File: config.mk
export PLATFORM = sky130hd
export DESIGN_NAME = framebuffer_readback_engine
export DESIGN_NICKNAME = d
export VERILOG_FILES = /design/src/rtl/framebuffer_readback_engine.sv
export SDC_FILE = /design/constraint.sdc
export NUM_CORES = 1
export LEC_CHECK = 0
export ABC_CLOCK_PERIOD_IN_PS = 3890
export BUFFER_PORTS_ARGS = -buffer_cell sky130_fd_sc_hd__buf_2
export CORE_MARGIN = 2
export CORE_UTILIZATION = 56
export CTS_CLUSTER_SIZE = 16
export DETAILED_ROUTE_END_ITERATION = 6
export GPL_TIMING_DRIVEN = 1
export PLACE_DENSITY_LB_ADDON = 0.08
export SLEW_MARGIN = 5
export SYNTH_ARGS = -nofsm -noshare
export SYNTH_HDL_FRONTEND = slang
export SYNTH_SLANG_ARGS = --single-unit
File: constraint.sdc
create_clock -name i_Clock -period 3.89 [get_ports i_Clock]
set_input_delay 0 -clock i_Clock [delete_from_list [all_inputs] [get_ports i_Clock]]
set_output_delay 0 -clock i_Clock [all_outputs]
set_load 0.02 [all_outputs]
File: src/rtl/framebuffer_readback_engine.sv
// Streams a run of framebuffer pixels to a UART transmitter, one byte per pixel,
// optionally preceded by a FRAME header byte so the capture can be replayed.
module framebuffer_readback_engine #(
  parameter int         BITS_PER_PIXEL    = 3,
  parameter int         FRAMEBUFFER_DEPTH = 640*480,
  parameter bit         SEND_HEADER       = 1'b1,
  parameter logic [7:0] HEADER_BYTE       = 8'h04
) (
  input  logic                      i_Clock,
  input  logic                      i_Reset_N,
  input  logic                      i_Start,
  input  logic [31:0]               i_Start_Addr,
  input  logic [31:0]               i_Pixel_Count,
  output logic                      o_Busy,
  output logic                      o_Done,
  output logic                      o_Read_Enable,
  output logic [31:0]               o_Read_Addr,
  input  logic [BITS_PER_PIXEL-1:0] i_Read_Data,
  output logic                      o_Tx_DV,
  output logic [7:0]                o_Tx_Byte,
  input  logic                      i_Tx_Done
);

  typedef enum logic [3:0] {
    S_IDLE, S_HEADER, S_WAIT_HDR, S_CHECK, S_READ,
    S_CAPTURE, S_SEND, S_WAIT_TX, S_FINISH
  } state_t;

  localparam logic [31:0] LAST_ADDR = 32'(FRAMEBUFFER_DEPTH - 1);

  state_t      state_q, state_d;
  logic [31:0] addr_q, remaining_q, read_addr_q;
  logic [7:0]  tx_byte_q;

  always_ff @(posedge i_Clock or negedge i_Reset_N) begin
    if (!i_Reset_N) state_q <= S_IDLE;
    else            state_q <= state_d;
  end

  always_comb begin
    state_d = state_q;
    unique case (state_q)
      S_IDLE:     if (i_Start) state_d = SEND_HEADER ? S_HEADER : S_CHECK;
      S_HEADER:   state_d = S_WAIT_HDR;
      S_WAIT_HDR: if (i_Tx_Done) state_d = S_CHECK;
      S_CHECK:    state_d = (remaining_q == 32'd0) ? S_FINISH : S_READ;
      S_READ:     state_d = S_CAPTURE;
      S_CAPTURE:  state_d = S_SEND;
      S_SEND:     state_d = S_WAIT_TX;
      S_WAIT_TX:  if (i_Tx_Done) state_d = S_CHECK;
      S_FINISH:   state_d = S_IDLE;
      default:    state_d = S_IDLE;
    endcase
  end

  // Read address and TX byte are registered so they hold between strobes.
  always_ff @(posedge i_Clock or negedge i_Reset_N) begin
    if (!i_Reset_N) begin
      addr_q      <= '0;
      remaining_q <= '0;
      read_addr_q <= '0;
      tx_byte_q   <= '0;
    end else begin
      unique case (state_q)
        S_IDLE: if (i_Start) begin
          addr_q      <= i_Start_Addr;
          remaining_q <= i_Pixel_Count;
          if (SEND_HEADER) tx_byte_q <= HEADER_BYTE;
        end
        S_CHECK: if (remaining_q != 32'd0) read_addr_q <= addr_q;
        S_CAPTURE: begin
          tx_byte_q <= 8'(i_Read_Data);
          addr_q    <= (addr_q == LAST_ADDR) ? 32'd0 : addr_q + 32'd1;
          if (remaining_q != 32'd0) remaining_q <= remaining_q - 32'd1;
        end
        default: ;
      endcase
    end
  end

  assign o_Busy        = (state_q != S_IDLE) && (state_q != S_FINISH);
  assign o_Done        = (state_q == S_FINISH);
  assign o_Read_Enable = (state_q == S_READ);
  assign o_Read_Addr   = read_addr_q;
  assign o_Tx_DV       = (state_q == S_HEADER) || (state_q == S_SEND);
  assign o_Tx_Byte     = tx_byte_q;

endmodule

==> out/metrics.cfg <==
[run_status]
status=complete, but fails checks
violations=negative hold slack

[layout]
final_area_sq_um=7460
final_cell_count_no_fill=919
area_growth_pct=25.3
final-seq-area_sq_um=2580
nets=853
fill_cells=803
n_antenna_cell=0
multi_input_area_sq_um=3090
layout-drive-gt1-share_pct=25.7
utilization_pct=72.2

[timing]
hold_viol=1
holdWs_ps=-4.13
clock_skew_ps=14.4
worstMarginPinSlew_ps=986
timing.fmax_mhz=314
tns_ps=0
fin_crit_ps=3190
slew_viol_final=0
timing.final.ws_setup_ps=703
setup_violations=0
finalCritPeriodShare_pct=81.9
maxSlewHeadroom_pct=34.3
rsz0062_at_grt=no

[clock_network]
tritoncts=yes
holdBufCountCts=66
h-tree-depth=3
clkTransAtPathRegs_ps=100
post_cts_buffers=0
cts_buffers=9
clockRootBuffer=clkbuf_8
clk_latency_ps=380
cts_resized=0
cts_sinks=103
clock_path_buffers=2

[hold_path]
hold_class=input port to flop
hold_path_depth=3

[placed_design]
dp.cells=838
place.gp.congestion=0.942
placed_cell_area_sq_um=6590
hpwl_mm=11.3
place_ws_ps=732
io_buffers=109

[synth]
synth_xor_area_share_pct=0.589
synth_compound_area_share_pct=18.6
ys_seq_area_share_pct=43.3
synthAdderAreaFrac_pct=0.631
netlist_instances=615
async_flop_share_pct=100
synthDistinctLibCells=67
synth.avg_cell_area_sq_um=9.67
ys_seq_elements=103
synth_top_family_by_area=simple AND/OR/NAND/NOR gates
synth_edf_count=0
yosys-mux-area-fraction_pct=9.09
yosys_warnings=0
syn_area_sq_um=5950
yosys.area_share.simple_pct=22.1
synth-main-ff-cell=dfrtp_1

[flow_run]
max-cap-violations=0

[floorplanning]
die_width_um=107
die_y_um=107
die-area_sq_um=11500
start_util_pct=57.6
rows=37
core_area_sq_um=10300
io_pins=115

[grt]
track_usage_pct=30.7
gr-total-overflow=0
grtUsageMet2_pct=54.2
busiest_layer=met2
met3_usage_pct=4.26
grt_start_max_net_pins=79
grtUsageMet1_pct=38.9
grt_pass1_wl_mm=27.8
grt_antenna_before_repair=0
grt_pass1_vias=5589

[route]
num_vias=5732
vias_per_cell=6.24
drt_iter0_drc=367
wl_mm=17.1
wl_per_cell_um=18.6
postRouteAntennaNets=0
drc=0
first_pass_iters=7

[pwr]
peakVddDrop_v=0.000321
powerDensity_nw_per_um2=677
total_power_mw=5.04
p_leak_nw=3.21

[critical_path]
crit_type=flop to flop
reg2reg_depth=6
regToRegSetupSlack_ps=700
arrival_ps=3450
worstPathMaxFanout=16
critPathLaunchType=flop
required_ps=4150
cp-end-kind=flop

[placed cells by master, fill, tap and decap left out, types with 7 or more instances in the layout]
| master | count |
|---|---|
| a22oi_1 | 10 |
| o211ai_1 | 7 |
| nand2_1 | 47 |
| clkbuf_8 | 9 |
| buf_4 | 20 |
| o21ai_0 | 47 |
| o22ai_1 | 10 |
| nor3_1 | 30 |
| or4_1 | 14 |
| nor2_1 | 39 |
| dlygate4sd3_1 | 66 |
| nand4_1 | 13 |
| buf_2 | 108 |
| a221o_1 | 13 |
| dfrtp_1 | 103 |
| inv_1 | 14 |
| a21o_1 | 10 |
| or2_2 | 7 |
| nand3_1 | 24 |
| mux2_4 | 29 |
| o41ai_1 | 7 |
| a21oi_1 | 32 |
| nor4_1 | 21 |
| or3_1 | 9 |
[flip-flops by register name, indices dropped and copies added, names as in the netlist]
name,count
addr_q,32
state_q,4
remaining_q,32
o_Read_Addr,32
o_Tx_Byte,3
[routing by layer]
metal / wire length, um / vias up
met5: 0 / -
met4: 306 / 0
met3: 1260 / 29
met2: 8660 / 278
met1: 6870 / 2766
li1: - / 2659
[where the power goes]
part | total, mW | switching, mW | internal, mW
Clock | 0.748 | 0.386 | 0.362
Combinational | 2.16 | 1.15 | 1.01
Sequential | 2.13 | 0.579 | 1.55
Total | 5.04 | 2.12 | 2.93
[critical path, stage by stage (launching register included)]
cell and delay (ps):
dfrtp_1 440, or4_4 570, or4_1 650, or3_4 480, nand3_4 290, buf_4 310
mux2_4 320
[cells in the mapped netlist, drive strengths merged, types with 2 or more instances]
master,number,area [sq um]
a22oi,10,75.1
nand4,13,81.3
or2,7,43.8
o21a,3,22.5
nor3,32,165
and4,6,52.6
o31a,3,26.3
nor3b,2,15.0
a221o,13,130
o311ai,5,43.8
nor2,40,153
nand3b,2,15.0
buf,15,144
or4,17,134
o41ai,7,61.3
inv,14,52.6
o22ai,10,62.6
mux2,33,480
clkbuf,30,133
a311oi,2,17.5
nand3,25,138
ha,3,37.5
xnor2,4,35.0
and2,2,12.5
nand2,47,176
o21ai,47,235
o211ai,7,52.6
nor4,23,156
dfrtp,103,2580
o21bai,2,15.0
or3,14,101
and3,3,18.8
a21oi,32,160
a21o,10,75.1
o31ai,5,37.5
mux2i,6,60.1
[area by class of cell]
| class | count | area share, % |
|---|---|---|
| multi-input combinational | 457 | 41.5 |
| sequential | 103 | 34.6 |
| timing repair buffer | 194 | 18.1 |
| tap | 136 | 2.28 |
| clock buffer | 10 | 1.71 |
| clock inverter | 5 | 1.11 |
| inverter | 14 | 0.705 |
[cell families (layout without fill, tap and decap cells)]
group	Yosys count	count (layout)
AOI/OAI and AO/OA	167	167
xor gates and xnor gates	4	4
adders and majority gates	3	3
buffers and inverters	59	223
DFF	103	103
muxes	39	39
other	1	5
and+or+nand+nor	239	239
[final timing paths]
path,startpoint,end
max in group asynchronous,i_Reset_N,remaining_q[2]
max reg2reg,remaining_q[26],o_Read_Addr[13]
min reg2reg,o_Read_Addr[19],o_Read_Addr[19]
min,i_Start_Addr[19],addr_q[19]
min in group asynchronous,i_Reset_N,o_Read_Addr[30]
max,remaining_q[26],o_Read_Addr[13]
Power figures use the tool's default switching activity.
